**src/rtl/cpu_pkg.sv**
```systemverilog
// ----------------------------------------------------------------------------
// cpu_pkg : opcode, state, writeback-select and fault encodings for the
//           RV32I multi-cycle sequencer.  Rev 1.0
// ----------------------------------------------------------------------------
`default_nettype none

package cpu_pkg;

  localparam logic [6:0] OP_REG    = 7'b0110011;
  localparam logic [6:0] OP_IMM    = 7'b0010011;
  localparam logic [6:0] OP_LOAD   = 7'b0000011;
  localparam logic [6:0] OP_STORE  = 7'b0100011;
  localparam logic [6:0] OP_BRANCH = 7'b1100011;
  localparam logic [6:0] OP_LUI    = 7'b0110111;
  localparam logic [6:0] OP_AUIPC  = 7'b0010111;
  localparam logic [6:0] OP_JAL    = 7'b1101111;
  localparam logic [6:0] OP_JALR   = 7'b1100111;

  localparam logic [2:0] S_FETCH  = 3'd0;
  localparam logic [2:0] S_DECODE = 3'd1;
  localparam logic [2:0] S_EXEC   = 3'd2;
  localparam logic [2:0] S_MEM    = 3'd3;
  localparam logic [2:0] S_WB     = 3'd4;
  localparam logic [2:0] S_TRAP   = 3'd7;

  localparam logic [1:0] WB_ALU = 2'd0;
  localparam logic [1:0] WB_MEM = 2'd1;
  localparam logic [1:0] WB_PC4 = 2'd2;

  localparam logic [1:0] FAULT_NONE    = 2'd0;
  localparam logic [1:0] FAULT_ILLEGAL = 2'd1;
  localparam logic [1:0] FAULT_ROM_TO  = 2'd2;
  localparam logic [1:0] FAULT_RAM_TO  = 2'd3;

  typedef enum logic [2:0] {
    CL_ALU     = 3'd0,
    CL_LOAD    = 3'd1,
    CL_STORE   = 3'd2,
    CL_BRANCH  = 3'd3,
    CL_JUMP    = 3'd4,
    CL_ILLEGAL = 3'd5
  } instr_class_t;

  function automatic instr_class_t classify(input logic [6:0] op);
    instr_class_t cls;
    case (op)
      OP_REG, OP_IMM, OP_LUI, OP_AUIPC: cls = CL_ALU;
      OP_LOAD:                          cls = CL_LOAD;
      OP_STORE:                         cls = CL_STORE;
      OP_BRANCH:                        cls = CL_BRANCH;
      OP_JAL, OP_JALR:                  cls = CL_JUMP;
      default:                          cls = CL_ILLEGAL;
    endcase
    return cls;
  endfunction

endpackage

`default_nettype wire

```
**src/rtl/mem_wait_timer.sv**
```systemverilog
// ----------------------------------------------------------------------------
// mem_wait_timer : counts cycles a memory request waits without ack and flags
//                  the cycle on which the count reaches TIMEOUT.  Rev 1.0
// ----------------------------------------------------------------------------
`default_nettype none

module mem_wait_timer #(
  parameter int TIMEOUT = 255
) (
  input  logic clk,
  input  logic rst,
  input  logic i_clear,
  input  logic i_en,
  output logic o_expire
);

  localparam logic [15:0] c_LIMIT = 16'(TIMEOUT - 1);

  logic [15:0] r_count;

  always_ff @(posedge clk) begin
    if (rst || i_clear) begin
      r_count <= 16'd0;
    end else if (i_en) begin
      r_count <= r_count + 16'd1;
    end
  end

  // Expires on the waiting cycle whose increment would bring the count to TIMEOUT.
  assign o_expire = i_en && (r_count == c_LIMIT);

endmodule

`default_nettype wire

```
**src/rtl/cpu_seq_ctrl.sv**
```systemverilog
// ----------------------------------------------------------------------------
// cpu_seq_ctrl : multi-cycle FETCH/DECODE/EXEC/MEM/WB control sequencer with
//                req/ack memory handshakes and wait timeout.  Rev 1.0
// ----------------------------------------------------------------------------
`default_nettype none

module cpu_seq_ctrl
  import cpu_pkg::*;
#(
  parameter int TIMEOUT   = 255,
  parameter int INSTRET_W = 32
) (
  input  logic                 clk,
  input  logic                 rst,
  input  logic [6:0]           opcode,
  input  logic [2:0]           funct3,
  input  logic                 cmp_q,
  input  logic                 rom_ack,
  input  logic                 ram_ack,
  output logic                 rom_req,
  output logic                 ram_req,
  output logic                 ram_wen,
  output logic                 ir_load,
  output logic                 pc_inc,
  output logic                 pc_load,
  output logic                 reg_wen,
  output logic [1:0]           wb_sel,
  output logic [1:0]           fault,
  output logic [INSTRET_W-1:0] instret,
  output logic [2:0]           state
);

  logic [2:0]           r_state;
  instr_class_t         r_class;
  logic [1:0]           r_fault;
  logic [1:0]           r_wb_sel;
  logic [INSTRET_W-1:0] r_instret;

  logic [2:0] w_next;
  logic       w_ir_load;
  logic       w_pc_inc;
  logic       w_pc_load;
  logic       w_reg_wen;
  logic       w_retire;
  logic       w_fault_set;
  logic [1:0] w_fault_code;
  logic       w_wait;
  logic       w_clear;
  logic       w_expire;
  logic       w_unused;

  assign w_unused = ^funct3;

  assign w_wait  = ((r_state == S_FETCH) && !rom_ack) || ((r_state == S_MEM) && !ram_ack);
  assign w_clear = (w_next != r_state) && ((w_next == S_FETCH) || (w_next == S_MEM));

  mem_wait_timer #(
    .TIMEOUT (TIMEOUT)
  ) u_timer (
    .clk      (clk),
    .rst      (rst),
    .i_clear  (w_clear),
    .i_en     (w_wait),
    .o_expire (w_expire)
  );

  always_comb begin
    w_next       = r_state;
    w_ir_load    = 1'b0;
    w_pc_inc     = 1'b0;
    w_pc_load    = 1'b0;
    w_reg_wen    = 1'b0;
    w_retire     = 1'b0;
    w_fault_set  = 1'b0;
    w_fault_code = FAULT_NONE;
    case (r_state)
      S_FETCH: begin
        if (rom_ack) begin
          w_ir_load = 1'b1;
          w_next    = S_DECODE;
        end else if (w_expire) begin
          w_next       = S_TRAP;
          w_fault_set  = 1'b1;
          w_fault_code = FAULT_ROM_TO;
        end
      end
      S_DECODE: begin
        if (classify(opcode) == CL_ILLEGAL) begin
          w_next       = S_TRAP;
          w_fault_set  = 1'b1;
          w_fault_code = FAULT_ILLEGAL;
        end else begin
          w_next = S_EXEC;
        end
      end
      S_EXEC: begin
        case (r_class)
          CL_BRANCH: begin
            w_pc_load = cmp_q;
            w_pc_inc  = !cmp_q;
            w_retire  = 1'b1;
            w_next    = S_FETCH;
          end
          CL_LOAD, CL_STORE: w_next = S_MEM;
          default:           w_next = S_WB;
        endcase
      end
      S_MEM: begin
        if (ram_ack) begin
          if (r_class == CL_STORE) begin
            w_pc_inc = 1'b1;
            w_retire = 1'b1;
            w_next   = S_FETCH;
          end else begin
            w_next = S_WB;
          end
        end else if (w_expire) begin
          w_next       = S_TRAP;
          w_fault_set  = 1'b1;
          w_fault_code = FAULT_RAM_TO;
        end
      end
      S_WB: begin
        w_reg_wen = 1'b1;
        w_pc_load = (r_class == CL_JUMP);
        w_pc_inc  = (r_class != CL_JUMP);
        w_retire  = 1'b1;
        w_next    = S_FETCH;
      end
      S_TRAP:  w_next = S_TRAP;
      default: w_next = S_TRAP;
    endcase
  end

  always_ff @(posedge clk) begin
    if (rst) begin
      r_state   <= S_FETCH;
      r_class   <= CL_ALU;
      r_fault   <= FAULT_NONE;
      r_wb_sel  <= WB_ALU;
      r_instret <= '0;
    end else begin
      r_state <= w_next;
      if (r_state == S_DECODE) begin
        r_class <= classify(opcode);
      end
      if (w_fault_set) begin
        r_fault <= w_fault_code;
      end
      // Select is registered on entry to WB so it is valid there and holds afterwards.
      if ((w_next == S_WB) && (r_state != S_WB)) begin
        case (r_class)
          CL_LOAD: r_wb_sel <= WB_MEM;
          CL_JUMP: r_wb_sel <= WB_PC4;
          default: r_wb_sel <= WB_ALU;
        endcase
      end
      if (w_retire) begin
        r_instret <= r_instret + {{(INSTRET_W-1){1'b0}}, 1'b1};
      end
    end
  end

  assign rom_req = (r_state == S_FETCH);
  assign ram_req = (r_state == S_MEM);
  assign ram_wen = (r_state == S_MEM) && (r_class == CL_STORE);
  assign ir_load = w_ir_load & ~rst;
  assign pc_inc  = w_pc_inc  & ~rst;
  assign pc_load = w_pc_load & ~rst;
  assign reg_wen = w_reg_wen & ~rst;
  assign wb_sel  = r_wb_sel;
  assign fault   = r_fault;
  assign instret = r_instret;
  assign state   = r_state;

endmodule

`default_nettype wire
```
**config.mk**
```make
export PLATFORM = sky130hd
export DESIGN_NAME = cpu_seq_ctrl
export DESIGN_NICKNAME = d
export VERILOG_FILES = /design/src/rtl/cpu_pkg.sv /design/src/rtl/mem_wait_timer.sv /design/src/rtl/cpu_seq_ctrl.sv
export SDC_FILE = /design/constraint.sdc
export NUM_CORES = 1
export LEC_CHECK = 0
export CAP_MARGIN = 40
export CELL_PAD_IN_SITES_DETAIL_PLACEMENT = 0
export CELL_PAD_IN_SITES_GLOBAL_PLACEMENT = 2
export CORE_AREA = 2 2 80 140
export CTS_BUF_LIST = sky130_fd_sc_hd__clkbuf_4 sky130_fd_sc_hd__clkbuf_8
export CTS_CLUSTER_SIZE = 14
export DETAILED_ROUTE_END_ITERATION = 12
export DIE_AREA = 0 0 82 142
export HOLD_SLACK_MARGIN = 0.08
export PLACE_DENSITY_LB_ADDON = 0.1
export SYNTH_ARGS = -nofsm -noshare
export SYNTH_HDL_FRONTEND = slang
export SYNTH_SLANG_ARGS = --single-unit
export TNS_END_PERCENT = 50
```
**constraint.sdc**
```tcl
create_clock -name clk -period 2.7 [get_ports clk]
set_input_delay 0.81 -clock clk [delete_from_list [all_inputs] [get_ports clk]]
set_output_delay 0.81 -clock clk [all_outputs]
set_load 0.005 [all_outputs]
```
==> results.yml, run 1 <==
cts:
  htree_levels: 3
  clockBufferDepth: 2
  cts_tree: "done"
  cts-hold-fix-buffers: 0
  cts.sinks: 58
  post_cts_buffers: 0
  clkTransAtPathRegs_ns: 0.07
  numCtsBuffers: 9
  clk_latency_ns: 0.35
  cts_root_buffer: "clkbuf_8"
die:
  rows: 50
  die_area_mm2: 0.01164
  start_util: 0.3138
  die_h_um: 142
  ios: 61
  fp.dieW_um: 82
  fp.coreArea_mm2: 0.01051
synthesis:
  synth_fp_nets: 394
  yosysSeqAreaShare: 0.3520
  netlist_area_mm2: 0.003298
  syn_area_per_cell_um2: 8.772
  yosys.area.top_type: "dfxtp_1"
  netlist_instances: 376
  async_flop_share: 0
  synth_common_cells: "58 x dfxtp_1, 41 x nor2_1, 30 x a21oi_1"
  synth_top_area_frac: 0.3520
  synth.area.top_cells: "dfxtp_1 35%, xnor2_1 6.9%, nor2_1 4.7%"
  ys_seq_elements: 58
  synth_most_common_cell: "dfxtp_1"
  synth_edf_count: 0
  ys.warnings.count: 0
  synth_cell_types: 64
  yosys_most_used_dff: "dfxtp_1"
critical_path:
  cp.required_ns: 1.89
  cp_max_fo: 6
  critPathTopFamily: "simple AND/OR/NAND/NOR gates"
  cp_num_cells: 3
  crit_buf_inv: 1
  cp-startpoint: "r_class[2]"
  critPathLaunchType: "flop"
  r2r_start: "u_timer.r_count[0]"
  worstSetupEndpoint: "ram_wen"
  worstPathCellList: "and4bb_4 > and3_1 > clkdlybuf4s50_1"
  r2r_cells: 8
  critPathSlowestCell: "clkdlybuf4s50_1"
  slowest_delay_ns: 0.52
  cp-end-kind: "output port"
  r2r_end: "u_timer.r_count[4]"
  r2r_slack_ns: 0.49
  arrival_ns: 1.83
  setup.worst_path.class: "reg2out"
placed_design:
  hpwl_um: 7190
  gp_congestion: 0.8074
  post-place-cells: 585
  io_buffers: 57
detailed_routing:
  post-route-drc-count: 0
  via_per_inst: 5.155
  wirelength_um: 9787
  via_count: 3098
  drt_iter0_drc: 135
  routedWlPerCell_um: 16.28
  drt_pre_antenna_iters: 4
  drtAntennaViolNets: 0
cells_and_area:
  drive_gt1_frac: 0.2017
  fin_util: 0.4256
  nNetsFinal: 484
  antenna_cells: 0
  multi_input_area_mm2: 0.001989
  areaGrowthSynthToFinish_pct: 35.62
  finalNonFillerCells: 601
  seqCellArea_mm2: 0.001162
  fill_cells: 1090
global_routing:
  grt_pass1_wl_um: 16250
  gr-total-overflow: 0
  first_global_vias: 3119
  grt_start_max_net_pins: 50
  grt_antenna_before_repair: 0
  grt_usage: 0.1834
timing:
  rsz0062_at_grt: "no"
  setup_viol: 0
  finalHoldViolCount: 0
  skew_ns: 0.01206
  tightest_slew_ns: 0.6098
  fmax_ghz: 0.3794
  max_slew_margin: 0.5935
  fin_crit_sh: 0.9762
  slew_violations: 0
  post-route-min-period_ns: 2.636
hold_path:
  hp-start: "fault[1]"
  hold_path_class: "reg2reg"
power:
  ir_drop_mv: 0.4652
  power.leakage_nw: 1.414
  powerDensity_mw_per_mm2: 712.4
  power.total_w: 0.003187
run_status:
  run_status: "completed"
flow_run:
  maxCapViolations: 0
-- cell type report --
type,instances,area share
Inverter,14,0.01175
Multi-Input combinational cell,284,0.4448
Timing Repair Buffer,99,0.2006
Tap cell,130,0.03636
Sequential cell,58,0.2599
Clock inverter,4,0.01119
Clock buffer,12,0.03552
-- routing by layer --
metal | up-vias | part of all wire | track usage
li1 | 1579 | - | -
met1 | 1463 | 0.40 | 0.2107
met2 | 48 | 0.55 | 0.3273
met3 | 8 | 0.031 | 0.03490
met4 | 0 | 0.013 | 0.06667
met5 | - | 0 | 0
-- stage by stage --
step | hold slack (ns) | setup WS, ns | TNS (ns) | cell area [um^2]
floorplan | 0.4646 | 0.3539 | 0 | 3298
CTS | 0.4801 | 0.005306 | 0 | 4466
finish | 0.4728 | 0.06433 | 0 | 4473
detailed placement | 0.4695 | -0.3861 | -4.215 | 4259
global route | 0.5196 | 0.01011 | 0 | 4473
global placement | 0.4645 | -0.3606 | -3.348 | 4259
-- state kept, by name, indices dropped and copies added, names as in the netlist --
| name | count |
|---|---|
| fault | 2 |
| instret | 32 |
| state | 3 |
| wb_sel | 2 |
| r_class | 3 |
| u_timer.r_count | 16 |
-- timing repair --
action	in CTS	in global routing
gates resized for setup	8	6
pin swaps	2	0
endpoints found under the hold margin	0	0
endpoints found under the setup margin	4	3
-- worst min-delay path, delay by kind of cell (launching register included) --
kind           cells  cell delay (ns)
flip-flops         1             0.31
AO/OA/AOI/OAI      2             0.12
-- cells in the final DEF (no fill, tap or decap), types with 3 or more instances in the layout --
cell | synthesis | routed
or3_1 | 9 | 9
nand2_1 | 25 | 25
or4_1 | 9 | 9
ha_1 | 3 | 3
nand4_1 | 9 | 9
and4_1 | 5 | 5
nand3_1 | 15 | 15
nor3_1 | 11 | 11
dfxtp_1 | 58 | 57
inv_1 | 14 | 14
clkbuf_8 | 0 | 11
a211oi_1 | 9 | 9
o21ai_0 | 8 | 8
a2111oi_2 | 10 | 10
o31ai_1 | 10 | 10
clkdlybuf4s50_1 | 0 | 52
nor2_1 | 41 | 39
and3_1 | 6 | 6
buf_4 | 3 | 40
a21oi_1 | 30 | 30
xnor2_1 | 26 | 26
a2111oi_0 | 6 | 6
-- power by group --
part	switching, W	total (W)	internal, W	leakage (nW)
logic	0.000725	0.00134	0.000613	0.842
clock network	0.000375	0.000861	0.000486	0.102
registers	0.0000676	0.000989	0.000921	0.469
-- worst min path at each step --
stage,to,slack (ns),cells after the start
after CTS,fault[1],0.48,2
after detailed placement,fault[1],0.47,2
final,fault[1],0.47,2
after floorplan,fault[1],0.46,2
after global routing,instret[31],0.52,2
after global placement,fault[1],0.46,2
-- logic make-up (layout without fill, tap and decap cells) --
family	Yosys count	in the layout	share of synthesized area
AO/OA/AOI/OAI	93	93	0.2310
buffers and inverters	34	129	0.04856
multiplexers	2	2	0.006070
flip-flops	58	58	0.3520
AND/OR/NAND/NOR	158	158	0.2766
adder cells (fa/ha/maj)	3	3	0.01138
XOR/XNOR	28	28	0.07436
Power figures use the tool's default switching activity.
==> inputs of run 2 (changes only) <==
--- a/config.mk
+++ b/config.mk
@@ -14,7 +14,7 @@
 export DETAILED_ROUTE_END_ITERATION = 12
 export DIE_AREA = 0 0 82 142
 export HOLD_SLACK_MARGIN = 0.08
-export PLACE_DENSITY_LB_ADDON = 0.1
+export PLACE_DENSITY_LB_ADDON = 0.3
 export SYNTH_ARGS = -nofsm -noshare
 export SYNTH_HDL_FRONTEND = slang
 export SYNTH_SLANG_ARGS = --single-unit
==> results.yml, run 2 (synthesized netlist as in run 1, its figures left out) <==
run_status:
  run_status: "completed"
critical_path:
  arrival_ns: 1.82
  r2r_slack_ns: 0.44
  r2r_start: "state[2]"
  cp-end-kind: "output port"
  critPathTopFamily: "buffers and inverters"
  critPathSlowestCell: "clkdlybuf4s50_1"
  worstPathCellList: "buf_4 > or2_2 > nor2_4 > clkdlybuf4s50_1"
  setup.worst_path.class: "reg2out"
  crit_buf_inv: 2
  cp.required_ns: 1.89
  cp-startpoint: "state[0]"
  critPathLaunchType: "flop"
  slowest_delay_ns: 0.50
  cp_max_fo: 7
cts:
  cts.sinks: 58
  cts_root_buffer: "clkbuf_8"
  htree_levels: 3
  cts_tree: "done"
  cts-hold-fix-buffers: 0
  clk_latency_ns: 0.34
  clockBufferDepth: 2
  clkTransAtPathRegs_ns: 0.07
  numCtsBuffers: 9
detailed_routing:
  drt_pre_antenna_iters: 4
  routedWlPerCell_um: 15.96
  via_count: 3165
  post-route-drc-count: 0
  drt_iter0_drc: 126
  wirelength_um: 9562
  drtAntennaViolNets: 0
  via_per_inst: 5.284
timing:
  fin_ws_ns: 0.06546
  tightest_slew_ns: 0.5401
  setup_viol: 0
  finalHoldViolCount: 0
  whs_ns: 0.4927
  slew_violations: 0
  rsz0062_at_grt: "yes"
  post-route-min-period_ns: 2.635
  fin_crit_sh: 0.9758
  fmax_ghz: 0.3796
  fin_tns_setup_ns: 0
  max_slew_margin: 0.6399
  skew_ns: 0.007846
power:
  ir_drop_mv: 0.3498
  power.leakage_nw: 1.390
  powerDensity_mw_per_mm2: 698.9
placed_design:
  gp_congestion: 0.7901
  hpwl_um: 6928
  io_buffers: 57
  dp_slack_ns: -0.3420
global_routing:
  grt_start_max_net_pins: 43
  grt_pass1_wl_um: 16130
  first_global_vias: 3297
  grt_antenna_before_repair: 0
  grt_usage: 0.1780
  gr-total-overflow: 0
die:
  die_area_mm2: 0.01164
  ios: 61
  rows: 50
  die_h_um: 142
  fp.coreArea_mm2: 0.01051
  start_util: 0.3138
  fp.dieW_um: 82
cells_and_area:
  final_common_cell: "dfxtp_1"
  nNetsFinal: 482
  largest_reg_flops: 32
  fill_cells: 1087
  mostFrequentLayoutCells: "58 x dfxtp_1, 53 x clkdlybuf4s50_1, 40 x nor2_1"
  antenna_cells: 0
  drive_gt1_frac: 0.1962
  fin_util: 0.4230
  areaGrowthSynthToFinish_pct: 34.79
hold_path:
  hp-start: "fault[1]"
  hold_path_class: "reg2reg"
flow_run:
  maxCapViolations: 0
==> run 2: routing by layer <==
metal	GRT usage	up-vias	wire, um
met5	0	-	0
met4	0.05351	0	115
met3	0.03871	7	327
met2	0.3231	54	5147
met1	0.2018	1521	3971
li1	-	1583	-
==> run 2: layout make-up <==
| cell class | instances | area, um^2 | area share |
|---|---|---|---|
| clock buffer | 14 | 180.2 | 0.04053 |
| sequential | 58 | 1161 | 0.2612 |
| multi-input combinational | 284 | 1987 | 0.4469 |
| timing repair buffer | 97 | 892.1 | 0.2007 |
| inverter | 14 | 52.55 | 0.01182 |
| clock inverter | 2 | 10.01 | 0.002252 |
| tap | 130 | 162.7 | 0.03659 |
==> run 2: per-stage QoR <==
step / area (um^2) / instances / total power [W]
floorplan: 3298 / 376 / 0.001790
global route: 4446 / 599 / 0.003304
detailed placement: 4257 / 583 / 0.002344
CTS: 4447 / 599 / 0.003134
finish: 4446 / 599 / 0.003107
global placement: 4257 / 583 / 0.002341
==> run 2: final timing paths <==
path	end	cells past startpoint
worst max-delay path	rom_req	4
worst min-delay path	fault[1]	2
worst max register to register	instret[19]	6
worst min register to register	fault[1]	2
==> run 2: power breakdown <==
part | internal (W) | switching (W)
Combinational | 0.000624 | 0.000723
Clock | 0.000426 | 0.000343
Sequential | 0.000920 | 0.0000718
Total | 0.00197 | 0.00114
==> run 2: tightest hold or removal path: stages (launching register included) <==
cell and delay [ns]:
dfxtp_1 0.32, o31ai_1 0.06, a21oi_1 0.06
==> run 2: what timing repair did <==
| item | in CTS | in global routing |
|---|---|---|
| endpoints found under the hold margin | 0 | 0 |
| setup buffers | 0 | 0 |
| gates resized for setup | 5 | 5 |
| pin swaps | 3 | 0 |
| endpoints found under the setup margin | 4 | 3 |
